[config.mk]
export PLATFORM = sky130hd
export DESIGN_NAME = pe_vec
export DESIGN_NICKNAME = d
export VERILOG_FILES = /design/src/rtl/pe_pkg.sv /design/src/rtl/pe_lane_dot.sv /design/src/rtl/pe_vec.sv
export SDC_FILE = /design/constraint.sdc
export NUM_CORES = 1
export LEC_CHECK = 0
export CORE_MARGIN = 8
export CORE_UTILIZATION = 30
export CTS_CLUSTER_DIAMETER = 40
export DETAILED_ROUTE_END_ITERATION = 7
export PLACE_DENSITY = 0.58
export SYNTH_ARGS = -nofsm -noshare
export SYNTH_HDL_FRONTEND = slang
export SYNTH_SLANG_ARGS = --single-unit
[constraint.sdc]
create_clock -name clk -period 6.08 [get_ports clk]
set_input_delay 1.216 -clock clk [delete_from_list [all_inputs] [get_ports clk]]
set_output_delay 1.216 -clock clk [all_outputs]
set_load 0.02 [all_outputs]
[src/rtl/pe_pkg.sv]
// Arithmetic helpers for the pe_vec dot-product tile: accumulator range limits, clamping and lane offsets.
// Everything is evaluated in a wide signed container so any legal accumulator width and signedness fits.
package pe_pkg;

  localparam int unsigned CALC_W = 66;
  typedef logic signed [CALC_W-1:0] calc_t;

  function automatic calc_t acc_max(int unsigned w, bit sgn);
    calc_t one;
    one = calc_t'(1);
    return sgn ? (one << (w - 1)) - one : (one << w) - one;
  endfunction

  function automatic calc_t acc_min(int unsigned w, bit sgn);
    calc_t one;
    one = calc_t'(1);
    return sgn ? -(one << (w - 1)) : calc_t'(0);
  endfunction

  function automatic bit acc_ovf(calc_t v, int unsigned w, bit sgn);
    return (v > acc_max(w, sgn)) || (v < acc_min(w, sgn));
  endfunction

  // Clamped when sat is set; otherwise returned untouched and the caller keeps the low w bits.
  function automatic calc_t acc_fit(calc_t v, int unsigned w, bit sgn, bit sat);
    if (sat && (v > acc_max(w, sgn))) return acc_max(w, sgn);
    if (sat && (v < acc_min(w, sgn))) return acc_min(w, sgn);
    return v;
  endfunction

  function automatic int unsigned lane_lsb(int unsigned idx, int unsigned w);
    return idx * w;
  endfunction

endpackage

[src/rtl/pe_lane_dot.sv]
// Combinational LANES-way multiply and adder tree; zero latency, no flow control.
// p_o is the exact beat dot product, with p_sign_o as its extra sign bit (always 0 when unsigned).
module pe_lane_dot
  import pe_pkg::*;
#(
  parameter int D_W    = 8,
  parameter int LANES  = 2,
  parameter int SIGNED = 0,
  localparam int P_W   = 2 * D_W + $clog2(LANES)
) (
  input  logic [LANES*D_W-1:0] a_i,
  input  logic [LANES*D_W-1:0] b_i,
  output logic [P_W-1:0]       p_o,
  output logic                 p_sign_o
);

  logic signed [P_W:0] a_x;
  logic signed [P_W:0] b_x;
  logic signed [P_W:0] sum;
  logic [D_W-1:0]      a_l;
  logic [D_W-1:0]      b_l;

  // Operands are widened to the result width first, so the truncated product is exact.
  always_comb begin
    sum = '0;
    a_x = '0;
    b_x = '0;
    a_l = '0;
    b_l = '0;
    for (int i = 0; i < LANES; i++) begin
      a_l = a_i[lane_lsb(i, D_W) +: D_W];
      b_l = b_i[lane_lsb(i, D_W) +: D_W];
      a_x = {{(P_W + 1 - D_W){(SIGNED != 0) & a_l[D_W-1]}}, a_l};
      b_x = {{(P_W + 1 - D_W){(SIGNED != 0) & b_l[D_W-1]}}, b_l};
      sum = sum + a_x * b_x;
    end
  end

  assign p_o      = sum[P_W-1:0];
  assign p_sign_o = sum[P_W];

endmodule

[src/rtl/pe_vec.sv]
// Systolic PE tile: 1-cycle operand pass-through plus a LANES-wide dot-product accumulator dumped on init.
// The one-entry sum holder waits on sum_ready; a dump into an unaccepted holder overwrites it and sets sticky drop_err.
module pe_vec
  import pe_pkg::*;
#(
  parameter int D_W      = 8,
  parameter int D_W_ACC  = 32,
  parameter int LANES    = 2,
  parameter int SIGNED   = 0,
  parameter int SATURATE = 1
) (
  input  logic                 clk,
  input  logic                 rst,
  input  logic                 in_valid,
  input  logic                 init,
  input  logic [LANES*D_W-1:0] in_a,
  input  logic [LANES*D_W-1:0] in_b,
  output logic [LANES*D_W-1:0] out_a,
  output logic [LANES*D_W-1:0] out_b,
  output logic                 out_valid,
  output logic [D_W_ACC-1:0]   out_sum,
  output logic                 out_ovf,
  output logic                 valid_D,
  input  logic                 sum_ready,
  output logic                 drop_err
);

  localparam int P_W = 2 * D_W + $clog2(LANES);
  localparam bit SGN = (SIGNED != 0);
  localparam bit SAT = (SATURATE != 0);

  if ((LANES < 1) || (D_W_ACC < P_W) || (D_W_ACC > CALC_W - 2)) begin : g_cfg_check
    $error("pe_vec: D_W_ACC must cover 2*D_W + clog2(LANES) and stay within the calc width");
  end

  logic [P_W-1:0] p;
  logic           p_sign;

  pe_lane_dot #(
    .D_W   (D_W),
    .LANES (LANES),
    .SIGNED(SIGNED)
  ) u_dot (
    .a_i     (in_a),
    .b_i     (in_b),
    .p_o     (p),
    .p_sign_o(p_sign)
  );

  logic [LANES*D_W-1:0]    a_q, b_q;
  logic                    vld_q;
  logic [D_W_ACC-1:0]      acc_q, acc_d;
  logic                    ovf_q, ovf_d;
  logic [D_W_ACC-1:0]      hold_sum_q, hold_sum_d;
  logic                    hold_ovf_q, hold_ovf_d;
  logic                    hold_vld_q, hold_vld_d;
  logic                    drop_q, drop_d;
  calc_t                   p_x, base_x, sum_x, fit_x;
  logic                    beat_ovf;
  logic [CALC_W-D_W_ACC-1:0] unused_fit_hi;

  // On init the beat starts a fresh accumulation, so the running sum is dropped from the adder.
  always_comb begin
    p_x      = calc_t'({{(CALC_W - P_W){p_sign}}, p});
    base_x   = init ? '0 : calc_t'({{(CALC_W - D_W_ACC){SGN & acc_q[D_W_ACC-1]}}, acc_q});
    sum_x    = base_x + p_x;
    beat_ovf = acc_ovf(sum_x, D_W_ACC, SGN);
    fit_x    = acc_fit(sum_x, D_W_ACC, SGN, SAT);
  end

  assign unused_fit_hi = fit_x[CALC_W-1:D_W_ACC];

  always_comb begin
    acc_d      = acc_q;
    ovf_d      = ovf_q;
    hold_sum_d = hold_sum_q;
    hold_ovf_d = hold_ovf_q;
    hold_vld_d = hold_vld_q;
    drop_d     = drop_q;
    if (in_valid) begin
      acc_d = fit_x[D_W_ACC-1:0];
      ovf_d = (ovf_q & ~init) | beat_ovf;
    end else if (init) begin
      acc_d = '0;
      ovf_d = 1'b0;
    end
    if (init) begin
      hold_sum_d = acc_q;
      hold_ovf_d = ovf_q;
      hold_vld_d = 1'b1;
      if (hold_vld_q && !sum_ready) drop_d = 1'b1;
    end else if (hold_vld_q && sum_ready) begin
      hold_vld_d = 1'b0;
    end
  end

  always_ff @(posedge clk or negedge rst) begin
    if (!rst) begin
      a_q        <= '0;
      b_q        <= '0;
      vld_q      <= 1'b0;
      acc_q      <= '0;
      ovf_q      <= 1'b0;
      hold_sum_q <= '0;
      hold_ovf_q <= 1'b0;
      hold_vld_q <= 1'b0;
      drop_q     <= 1'b0;
    end else begin
      a_q        <= in_a;
      b_q        <= in_b;
      vld_q      <= in_valid;
      acc_q      <= acc_d;
      ovf_q      <= ovf_d;
      hold_sum_q <= hold_sum_d;
      hold_ovf_q <= hold_ovf_d;
      hold_vld_q <= hold_vld_d;
      drop_q     <= drop_d;
    end
  end

  assign out_a     = a_q;
  assign out_b     = b_q;
  assign out_valid = vld_q;
  assign out_sum   = hold_sum_q;
  assign out_ovf   = hold_ovf_q;
  assign valid_D   = hold_vld_q;
  assign drop_err  = drop_q;

endmodule

==> key figures <==
Die
  • I/O pins: 105
  • Die width: 187 µm
  • Rows: 62
  • Initial Utilization: 30.4%
  • Core area: 28,700 µm²
  • Die area: 34,800 µm²
  • Die Ht: 187 µm

Synthesis
  • Post-synthesis mux area share: 4.50%
  • Largest cells by area after synthesis: dfrtp_1 (29%), fa_1 (26%), ha_1 (11%), inv_1 (6.7%), and2_1 (5.9%)
  • Largest family of logic cells by synthesized area: adder cells
  • Distinct cells, synth: 43
  • Top cell type's share of synthesized area: 28.9%
  • Yosys reg bits: 101
  • Simple-Gate Fraction of Synth Area: 14.9%
  • Synth Area per Inst: 10.3 µm²
  • Gate Count Post-Synth: 847
  • Most frequent cells after synthesis: inv_1 (155), fa_1 (112), dfrtp_1 (101), and2_1 (82), nand2_1 (81)
  • Yosys top cell by area: dfrtp_1
  • Ys flop type: dfrtp_1
  • Synthesis warning total: 0
  • Adder-Cell Fraction of Synth Area: 36.3%
  • Register area share after synthesis: 28.9%
  • XOR/XNOR Fraction of Synth Area: 2.01%
  • Net count after synthesis: 1,070
  • Cell area after synthesis: 8730 µm²
  • Post-synth ARST share: 100%
  • Complex-gate fraction of the synthesized area: 6.00%
  • Post-synth EDFFs: 0
  • Top-count cell post-synth: inv_1

STA
  • Slew @ Worst Pin: 1180 ps
  • Setup ws final: -121 ps
  • Min Tclk post-route: 6200 ps
  • Max Slew Vio Count: 0
  • Max-slew headroom: 21.3%
  • Max Freq: 0.161 GHz
  • Setup violators final: 33
  • Clk_skew: 11.3 ps
  • Setup TNS: -2000 ps
  • Endpoints failing hold: 0
  • RSZ-0062 raised after global routing: true
  • Final period util: 102%

Hold path
  • Hold Crit Class: reg -> reg

GRT
  • Busiest grt layer: met2
  • Antenna violations before repair: 1
  • Largest net degree at the start of global routing: 66
  • Gr ovfl total: 0
  • GR Util met2: 22.0%
  • Total GRT Usage: 13.5%
  • Vias in the first global route: 7,138
  • Global routing usage on met3: 2.33%
  • M1 GR Usage: 18.1%
  • First-pass GRT wire length: 38,100 µm

Layout
  • Share of layout cells above drive strength 1: 27.4%
  • NumNets Final: 1,279
  • Non-Filler Instances: 1,446
  • FF/Latch Area: 2530 µm²
  • Fillers: 2,848
  • Multi-input logic area: 6060 µm²
  • Synth-to-Final Area Change: 34.5%

Place
  • Inst Count DP: 1,414
  • DP HPWL: 17,700 µm
  • RePlAce Congestion: 0.815
  • Port Buf Inserts: 104

Run status
  • Failing checks: setup timing
  • Status: complete, but fails checks

Clocking
  • Clock-pin slew on the worst setup and hold paths: 80 ps
  • Worst-Skew Late Latency: 360 ps
  • H-tree depth: 3
  • CTS Sinks: 101
  • Clock buffer depth: 2
  • Number of CTS-inserted buffers: 9
  • CTS tree: done
  • Root Buffer: clkbuf_16

Drt
  • Vias per inst: 4.46
  • Total routed wirelength: 22,300 µm
  • Routed Antenna Nets: 0
  • Via count: 6,449
  • Remaining DRCs: 0
  • DR WL/cell: 15.4 µm
  • DR iter-0 viols: 240
  • Pre-antenna DRT Iters: 4

Critical path
  • Critical Path Start Type: input pin
  • CP arrival: 6510 ps
  • WP data required: 6380 ps
  • CP endpoint kind: flop
  • Crit-path max FO: 6
  • Type of the worst setup path: in -> reg

Run
  • Max Cap Violations: 0
-- critical path, cell delays in order --
cell	delay [ps]
buf_6	110
and2_4	160
fa_1	530
inv_1	50
fa_2	420
fa_2	550
inv_2	40
fa_2	490
fa_1	560
inv_2	40
fa_1	520
inv_2	50
ha_4	290
nand2_4	50
or3_4	370
a21oi_4	160
o21ai_4	130
a211o_1	400
buf_6	180
nand3_2	50
o211a_1	140
-- layer usage --
| layer | vias to the layer above | wire [µm] | share of wire [%] |
|---|---|---|---|
| met1 | 3234 | 10400 | 47 |
| met4 | 0 | 431 | 1.9 |
| li1 | 3088 | - | - |
| met2 | 102 | 10700 | 48 |
| met5 | - | 0 | 0 |
| met3 | 25 | 773 | 3.5 |
-- per-stage QoR --
| step | setup WS [ps] | util [%] | cell area, µm² | hold WS, ps |
|---|---|---|---|---|
| after floorplan | -168 | - | 8900 | 471 |
| after detailed placement | -1060 | 38.4 | 11000 | 469 |
| final | -121 | 40.9 | 11700 | 472 |
| after global routing | -285 | 40.9 | 11700 | 511 |
| after global placement | -1040 | 38.4 | 11000 | 452 |
| after CTS | -185 | 40.2 | 11500 | 485 |
-- kinds of logic (layout without fill, tap and decap cells) --
family | Yosys count | after routing
compound gates | 83 | 83
fa+ha+maj | 186 | 186
flops | 101 | 101
other cells | 0 | 1
buf+inv | 170 | 384
mux | 35 | 35
xor+xnor | 20 | 20
simple gates | 252 | 252
-- path summary, 6_finish.rpt --
path	start	cells past startpoint	slack, ps	end
hold reg to reg	drop_err$_DFFE_PN0P_	1	470	drop_err$_DFFE_PN0P_
min in group asynchronous	rst	1	950	valid_D$_DFFE_PN0P_
setup reg to reg	acc_q[4]$_DFFE_PN0P_	15	1500	acc_q[25]$_DFFE_PN0P_
setup / recovery	in_a[2]	21	-120	acc_q[20]$_DFFE_PN0P_
max in group asynchronous	rst	2	4090	out_a[7]$_DFF_PN0_
hold / removal	drop_err$_DFFE_PN0P_	1	470	drop_err$_DFFE_PN0P_
-- layout make-up --
cell class / instances / area share [%]
inverters: 155 / 4.95
flip-flops and latches: 101 / 21.5
multi-input cells: 576 / 51.6
clock inverters: 7 / 0.565
clock buffers: 9 / 1.92
well taps: 384 / 4.09
diodes: 1 / 0.0213
repair buffers: 213 / 15.3
-- state kept, by name (all words and copies together), names as in the netlist, 16 cells and up --
| signal | cells |
|---|---|
| acc_q | 32 |
| out_a | 16 |
| out_b | 16 |
| out_sum | 32 |
-- timing repair --
action	CTS	global route
resized for setup	148	96
hold buffers	0	0
pin swaps	39	64
buffers inserted	16	3
setup endpoints to repair	33	33
-- cell usage in the layout, fill, tap and decap left out, types with 4 or more instances in the layout --
cell type and n:
inv_1 140, nor2b_1 20, nand2_2 4, o21ai_0 7, buf_6 14, a21oi_2 5, clkdlybuf4s50_1 71, nand2_1 74
mux2_2 34, a31oi_4 5, nand4_1 7, fa_2 15, buf_4 107, clkbuf_2 5, buf_2 10, fa_1 97
nor3_1 5, inv_2 15, clkbuf_16 9, and3_1 6, ha_1 63, xor2_1 6, a21o_1 5, o21ai_1 12
and2_1 66, ha_4 10, nor2_1 28, and2_4 16, a21oi_1 19, xnor2_1 13, a31oi_1 4, dfrtp_1 101
nand3_1 7, o21a_1 4, nor3_2 4
Power is left out: the tool's default activity adds up to more than one toggle a clock period on the data nets, which glitch-free logic cannot reach.
